[config.mk]
export PLATFORM = sky130hd
export DESIGN_NAME = icache_assoc
export DESIGN_NICKNAME = d
export VERILOG_FILES = /design/src/rtl/icache_assoc_pkg.sv /design/src/rtl/icache_assoc_plru.sv /design/src/rtl/icache_assoc.sv
export SDC_FILE = /design/constraint.sdc
export NUM_CORES = 2
export LEC_CHECK = 0
export BUFFER_PORTS_ARGS = -buffer_cell sky130_fd_sc_hd__buf_4
export CELL_PAD_IN_SITES_DETAIL_PLACEMENT = 1
export CELL_PAD_IN_SITES_GLOBAL_PLACEMENT = 1
export CORE_UTILIZATION = 50
export CTS_CLUSTER_SIZE = 24
export DETAILED_ROUTE_END_ITERATION = 8
export GPL_TIMING_DRIVEN = 0
export PLACE_DENSITY = 0.74
export SLEW_MARGIN = 20
export SYNTH_ARGS = -nofsm -noshare
export SYNTH_HDL_FRONTEND = slang
export SYNTH_SLANG_ARGS = --single-unit
[constraint.sdc]
create_clock -name CLK -period 5.4 [get_ports CLK]
set_input_delay 0.54 -clock CLK [delete_from_list [all_inputs] [get_ports CLK]]
set_output_delay 0.54 -clock CLK [all_outputs]
set_load 0.03 [all_outputs]
[src/rtl/icache_assoc_pkg.sv]
// Shared types for the I-side L1: the fetch word and the fill controller states.
package icache_assoc_pkg;

    typedef logic [31:0] word_t;

    typedef enum logic {
        IDLE = 1'b0,
        FILL = 1'b1
    } icache_state_t;

    // Index width that stays at least one bit so degenerate sizes still give legal vectors.
    function automatic int unsigned min1_clog2(input int unsigned n);
        if (n > 1) begin
            return $clog2(n);
        end else begin
            return 1;
        end
    endfunction

endpackage

[src/rtl/icache_assoc_plru.sv]
// Per-set tree pseudo-LRU: one bit per internal node, 0 steers the victim walk to the lower half.
module icache_plru
    import icache_assoc_pkg::*;
#(
    parameter int WAYS = 2,
    parameter int SETS = 8
) (
    input  logic                       clk,
    input  logic                       rst,
    input  logic                       i_clr,
    input  logic                       i_touch,
    input  logic [$clog2(SETS)-1:0]    i_touch_set,
    input  logic [min1_clog2(WAYS)-1:0] i_touch_way,
    input  logic [$clog2(SETS)-1:0]    i_vic_set,
    output logic [min1_clog2(WAYS)-1:0] o_victim
);

    localparam int WAY_W = min1_clog2(WAYS);
    localparam int LVL   = $clog2(WAYS);

    generate
        if (WAYS == 1) begin : g_dm
            assign o_victim = '0;
        end else begin : g_tree
            logic [WAYS-2:0]  r_tree [SETS];
            logic [WAYS-2:0]  w_upd;
            logic [WAY_W-1:0] w_vn;
            logic [WAY_W-1:0] w_vic;
            logic [WAY_W-1:0] w_tn;
            logic             w_b;

            // Walk the tree from the root following the stored bits to the victim leaf.
            always_comb begin
                w_vn  = '0;
                w_vic = '0;
                for (int l = 0; l < LVL; l++) begin
                    w_vic = WAY_W'({w_vic, r_tree[i_vic_set][w_vn]});
                    w_vn  = WAY_W'(2 * int'(w_vn) + 1 + int'(r_tree[i_vic_set][w_vn]));
                end
            end

            assign o_victim = w_vic;

            // Point every node on the touched way's path away from it.
            always_comb begin
                w_upd = r_tree[i_touch_set];
                w_tn  = '0;
                w_b   = 1'b0;
                for (int l = 0; l < LVL; l++) begin
                    w_b        = |(i_touch_way & (WAY_W'(1) << (LVL - 1 - l)));
                    w_upd[w_tn] = ~w_b;
                    w_tn       = WAY_W'(2 * int'(w_tn) + 1 + int'(w_b));
                end
            end

            // Tree state: cleared by reset and flush, updated on touch.
            always_ff @(posedge clk or posedge rst) begin
                if (rst) begin
                    for (int s = 0; s < SETS; s++) r_tree[s] <= '0;
                end else if (i_clr) begin
                    for (int s = 0; s < SETS; s++) r_tree[s] <= '0;
                end else if (i_touch) begin
                    r_tree[i_touch_set] <= w_upd;
                end
            end
        end
    endgenerate

endmodule

[src/rtl/icache_assoc.sv]
// N-way set-associative instruction cache with multi-word blocks, PLRU replacement,
// a single outstanding block fill and a one-cycle whole-cache flush.
module icache_assoc
    import icache_assoc_pkg::*;
#(
    parameter int WAYS     = 2,
    parameter int SETS     = 8,
    parameter int BLK_WRDS = 2,
    parameter int ADDR_W   = 32
) (
    input  logic              CLK,
    input  logic              RST,
    input  logic              imemREN,
    input  logic [ADDR_W-1:0] imemaddr,
    input  logic              iflush,
    output logic              ihit,
    output word_t             imemload,
    output logic              iREN,
    output logic [ADDR_W-1:0] iaddr,
    input  logic              iwait,
    input  word_t             iload
);

    localparam int OFF_W = $clog2(BLK_WRDS);
    localparam int IDX_W = $clog2(SETS);
    localparam int TAG_W = ADDR_W - 2 - OFF_W - IDX_W;
    localparam int CNT_W = min1_clog2(BLK_WRDS);
    localparam int WAY_W = min1_clog2(WAYS);

    typedef struct packed {
        logic [TAG_W-1:0] tag;
        logic [IDX_W-1:0] idx;
        logic [CNT_W-1:0] off;
    } addr_split_t;

    // Shifts rather than slices so a one-word block (OFF_W=0) needs no special case.
    function automatic addr_split_t split_addr(input logic [ADDR_W-1:0] a);
        logic [ADDR_W-1:0] w;
        addr_split_t       s;
        w     = a >> 2;
        s.off = CNT_W'(w & ADDR_W'(BLK_WRDS - 1));
        s.idx = IDX_W'(w >> OFF_W);
        s.tag = TAG_W'(w >> (OFF_W + IDX_W));
        return s;
    endfunction

    icache_state_t    r_state, w_next;
    logic             r_valid [SETS][WAYS];
    logic [TAG_W-1:0] r_tags  [SETS][WAYS];
    word_t            r_data  [SETS][WAYS][BLK_WRDS];
    logic [TAG_W-1:0] r_tag;
    logic [IDX_W-1:0] r_idx;
    logic [CNT_W-1:0] r_cnt;
    logic [WAY_W-1:0] r_vic;

    addr_split_t      w_req;
    logic             w_hit_any, w_inv_any, w_miss, w_accept, w_fill_done, w_touch;
    logic [WAY_W-1:0] w_hit_way, w_inv_way, w_plru_vic, w_victim;
    logic [ADDR_W-1:0] w_fill_addr;

    assign w_req = split_addr(imemaddr);

    // Tag compare across the indexed set; descending scan leaves the lowest invalid way.
    always_comb begin
        w_hit_any = 1'b0;
        w_hit_way = '0;
        w_inv_any = 1'b0;
        w_inv_way = '0;
        for (int w = WAYS - 1; w >= 0; w--) begin
            w_hit_any = w_hit_any | (r_valid[w_req.idx][w] & (r_tags[w_req.idx][w] == w_req.tag));
            w_hit_way = (r_valid[w_req.idx][w] & (r_tags[w_req.idx][w] == w_req.tag)) ? WAY_W'(w) : w_hit_way;
            w_inv_any = w_inv_any | ~r_valid[w_req.idx][w];
            w_inv_way = ~r_valid[w_req.idx][w] ? WAY_W'(w) : w_inv_way;
        end
    end

    assign w_victim    = w_inv_any ? w_inv_way : w_plru_vic;
    assign w_fill_addr = (ADDR_W'(r_tag) << (OFF_W + IDX_W + 2)) |
                         (ADDR_W'(r_idx) << (OFF_W + 2)) |
                         (ADDR_W'(r_cnt) << 2);

    // Next-state and fetch/memory handshake outputs.
    always_comb begin
        w_next      = r_state;
        ihit        = 1'b0;
        iREN        = 1'b0;
        iaddr       = '0;
        w_miss      = 1'b0;
        w_fill_done = 1'b0;
        case (r_state)
            IDLE: begin
                ihit   = imemREN & ~iflush & w_hit_any;
                w_miss = imemREN & ~iflush & ~w_hit_any;
                w_next = w_miss ? FILL : IDLE;
            end
            FILL: begin
                iREN        = 1'b1;
                iaddr       = w_fill_addr;
                w_fill_done = ~iwait & (r_cnt == CNT_W'(BLK_WRDS - 1));
                if (iflush) begin
                    w_next = IDLE;
                end else if (w_fill_done) begin
                    w_next = IDLE;
                end else begin
                    w_next = FILL;
                end
            end
            default: w_next = IDLE;
        endcase
    end

    assign w_accept = iREN & ~iwait;
    assign imemload = ihit ? r_data[w_req.idx][w_hit_way][w_req.off] : '0;
    assign w_touch  = ihit | (w_fill_done & ~iflush);

    // State register.
    always_ff @(posedge CLK or posedge RST) begin
        if (RST) begin
            r_state <= IDLE;
        end else begin
            r_state <= w_next;
        end
    end

    // Fill bookkeeping and valid bits; flush wins over any same-cycle fill completion.
    always_ff @(posedge CLK or posedge RST) begin
        if (RST) begin
            for (int s = 0; s < SETS; s++)
                for (int w = 0; w < WAYS; w++) r_valid[s][w] <= 1'b0;
            r_tag <= '0;
            r_idx <= '0;
            r_cnt <= '0;
            r_vic <= '0;
        end else begin
            if (w_miss) begin
                r_tag <= w_req.tag;
                r_idx <= w_req.idx;
                r_vic <= w_victim;
                r_cnt <= '0;
            end else if (w_accept) begin
                r_cnt <= r_cnt + CNT_W'(1);
            end
            if (iflush) begin
                for (int s = 0; s < SETS; s++)
                    for (int w = 0; w < WAYS; w++) r_valid[s][w] <= 1'b0;
            end else if (w_miss) begin
                r_valid[w_req.idx][w_victim] <= 1'b0;
            end else if (w_fill_done) begin
                r_valid[r_idx][r_vic] <= 1'b1;
            end
        end
    end

    // Tag and data storage; contents are meaningless until the matching valid bit is set.
    always_ff @(posedge CLK) begin
        if (w_accept) begin
            r_data[r_idx][r_vic][r_cnt] <= iload;
        end
        if (w_fill_done) begin
            r_tags[r_idx][r_vic] <= r_tag;
        end
    end

    icache_plru #(
        .WAYS (WAYS),
        .SETS (SETS)
    ) u_plru (
        .clk         (CLK),
        .rst         (RST),
        .i_clr       (iflush),
        .i_touch     (w_touch),
        .i_touch_set (ihit ? w_req.idx : r_idx),
        .i_touch_way (ihit ? w_hit_way : r_vic),
        .i_vic_set   (w_req.idx),
        .o_victim    (w_plru_vic)
    );

endmodule

==> results.toml <==
[run_status]
status = "complete, but fails checks"
violations = "setup timing"

[detailed_routing]
vias = 39479
viasPerCell = 7.31
drcViolationCount = 0
antenna_left = 0
wl_per_cell_um = 44.3
drtPass1Iterations = 9
drt_iter0_markers = 7507
totalWireLength_mm = 239

[sta]
finalCriticalPeriod_ps = 5600
clock.fmax_ghz = 0.179
skew_ps = 24.6
min_period_over_period = 1.04
maxSlewViolCount = 0
hold_viol_final = 0
worst_slew_pin_slew_ps = 1390
fin_ws_ps = -197
slew_headroom = 0.0730
setup_viol = 17

[min_path]
hold_depth = 2
holdPathEnd = "r_tag[19]$_DFFE_PP0P_"
hold_start = "imemaddr[25]"
hp-class = "input port to flop"

[synthesis]
synth.top_cell.area_share = 0.738
syn_area_per_cell_sq_um = 17.4
synth_ff_type = "edfxtp_1"
yosys_warnings = 0
synth-edff-count = 1440
synth_area_leaders = "edfxtp_1 74%, mux2i_1 3.8%, mux2_2 3.2%"
synth-async-reset-ratio = 0.0374
syn_inst = 3361
syn_area_sq_um = 58600
ys_seq_elements = 1496
seq_area_frac_synth = 0.762
synth_top_cell_by_area = "edfxtp_1"
synth_cell_types = 70

[global_routing]
gr-usage-met1 = 0.494
track_usage = 0.402
antenna_found_initial = 16
grt_overflow = 0
use_met2 = 0.603
grt_pass1_vias = 39225
grt_use_met3 = 0.131
grt_start_max_net_pins = 35
grt_pass1_wl_mm = 320
grt_busiest_layer = "met2"

[floorplanning]
coreArea_sq_um = 116000
start_util = 0.504
fp.dieW_um = 344
dieArea_sq_um = 119000
io_pins = 135
dieHeight_um = 344
rows = 125

[worst_setup_path]
crit_path_max_fanout = 10
worst_r2r_path_depth = 11
crit_top_cell = "buf_4"
worstReg2RegEnd = "r_tag[14]$_DFFE_PP0P_"
path_buf_inv = 6
end_kind = "output pin"
r2r_slack_ps = 1650
crit_slowest_cell = "nand2_1"
cp-start-kind = "input port"
worstPathArrival_ps = 5060
cp.required_ps = 4860
crit_family = "buffers and inverters"
path_class = "input port to output pin"
crit_chain = "buf_4 > buf_2 > inv_1 > clkbuf_2 > clkbuf_1 > nand2_1 > o22a_1 > nor2_1 > a2111oi_2 > o21ai_0 > o311ai_0 > o211a_1 > buf_4"
slowest_delay_ps = 940
reg2reg_from = "r_tags[1][27]$_DFFE_PP_"

[placed_design]
dp.final_hpwl_mm = 152
gp_congestion = 0.946
preCtsSetupSlack_ps = -2000
io_buffer_count = 128

[clock_network]
cts-htree-levels = 4
clk_pin_slew_ps = 60
clk_path_buf_depth = 3
clkLatencyLatePin_ps = 790
cts_tree = "done"
cts-root-buf = "clkbuf_16"
cts_buffers = 153
cts.sinks = 1496

[flow_run]
cap_violations = 0

[pwr]
power_density_nw_per_um2 = 371
ir_worst_vdd_mv = 0.313
leakage_nw = 23.2
power.total_mw = 25.7

[final_layout]
post-route-util = 0.597
n_fill_cell = 10198
mostFrequentLayoutCells = "1440 x edfxtp_1, 222 x mux2i_1, 189 x o22ai_1, 188 x buf_4, 165 x mux2_2"
nets = 3817
final_common_cell = "edfxtp_1"
drive_above_1_share = 0.242
area_delta_synth_final_pct = 18.3
[worst max path at each step]
stage | from | to | cells past startpoint
3_3_place_gp | iwait | r_data[7][38]$_DFFE_PP_ | 4
4_1_cts | imemaddr[5] | imemload[2] | 16
6_report | imemaddr[5] | imemload[20] | 13
3_5_place_dp | imemaddr[3] | imemload[22] | 13
5_1_grt | imemaddr[3] | imemload[17] | 14
2_1_floorplan | imemaddr[5] | imemload[21] | 14
[power by group]
part | total (mW) | leakage [nW] | switching [mW] | internal, mW
clock | 10.4 | 2.31 | 4.58 | 5.80
sequential | 13.3 | 13.7 | 0.278 | 13.1
combinational | 2.02 | 7.24 | 1.45 | 0.568
total | 25.7 | 23.2 | 6.31 | 19.4
[logic make-up after synthesis]
logic type,count (synthesis),share of synthesized area
buffers and inverters,231,0.0172
flip-flops,1496,0.762
multiplexers,469,0.101
other,1,0.0000640
AND/OR/NAND/NOR,428,0.0341
XOR/XNOR,40,0.00598
AO/OA/AOI/OAI,696,0.0798
[layout make-up]
type	count	area [sq um]	area share
inverter	7	28.8	0.000415
timing repair buffer	232	3170	0.0458
buffer	223	1440	0.0207
clock buffer	208	4170	0.0602
antenna	7	17.5	0.000253
multi-input combinational	1635	13400	0.193
sequential	1496	44600	0.644
tap	1524	1910	0.0275
clock inverter	68	571	0.00823
[cells in the mapped netlist (all sizes together) (21+ instances only)]
master	number
a21oi	121
o21ai	105
mux2	165
dfrtp	56
o22ai	189
edfxtp	1440
nor2	167
xnor2	25
a211oi	28
nand3	32
and2	38
o221ai	59
a22oi	43
clkbuf	116
buf	108
nand2	103
mux4	81
mux2i	223
a221oi	21
[registers in the layout (all words and copies together) (netlist names)]
register              cells
r_data                 1024
r_cnt                     1
r_valid                  16
r_state                   1
u_plru.g_tree.r_tree      8
r_idx                     3
r_vic                     1
r_tags                  416
r_tag                    26
[layer usage]
layer	vias up	wire length (um)
li1	14382	-
met1	19953	78700
met2	3996	105000
met3	1136	34500
met4	12	21200
met5	-	138
[stage by stage]
stage	hold slack [ps]	cell area [sq um]	TNS, ps	cells
final	32.8	69300	-1540	5400
after global routing	40.8	69300	-24.1	5394
after CTS	22.5	69200	0	5392
after detailed placement	531	64100	-58800	5114
after global placement	527	61500	-731630	5014
after floorplan	489	58600	0	3362
[repair_timing]
item	in CTS	in global routing
resized for setup	171	34
buffers inserted	2	1
hold endpoints to repair	22	0
hold buffers	1	0
endpoints found under the setup margin	33	26
pin swaps	3	8
(Power assumes the default switching activity.)
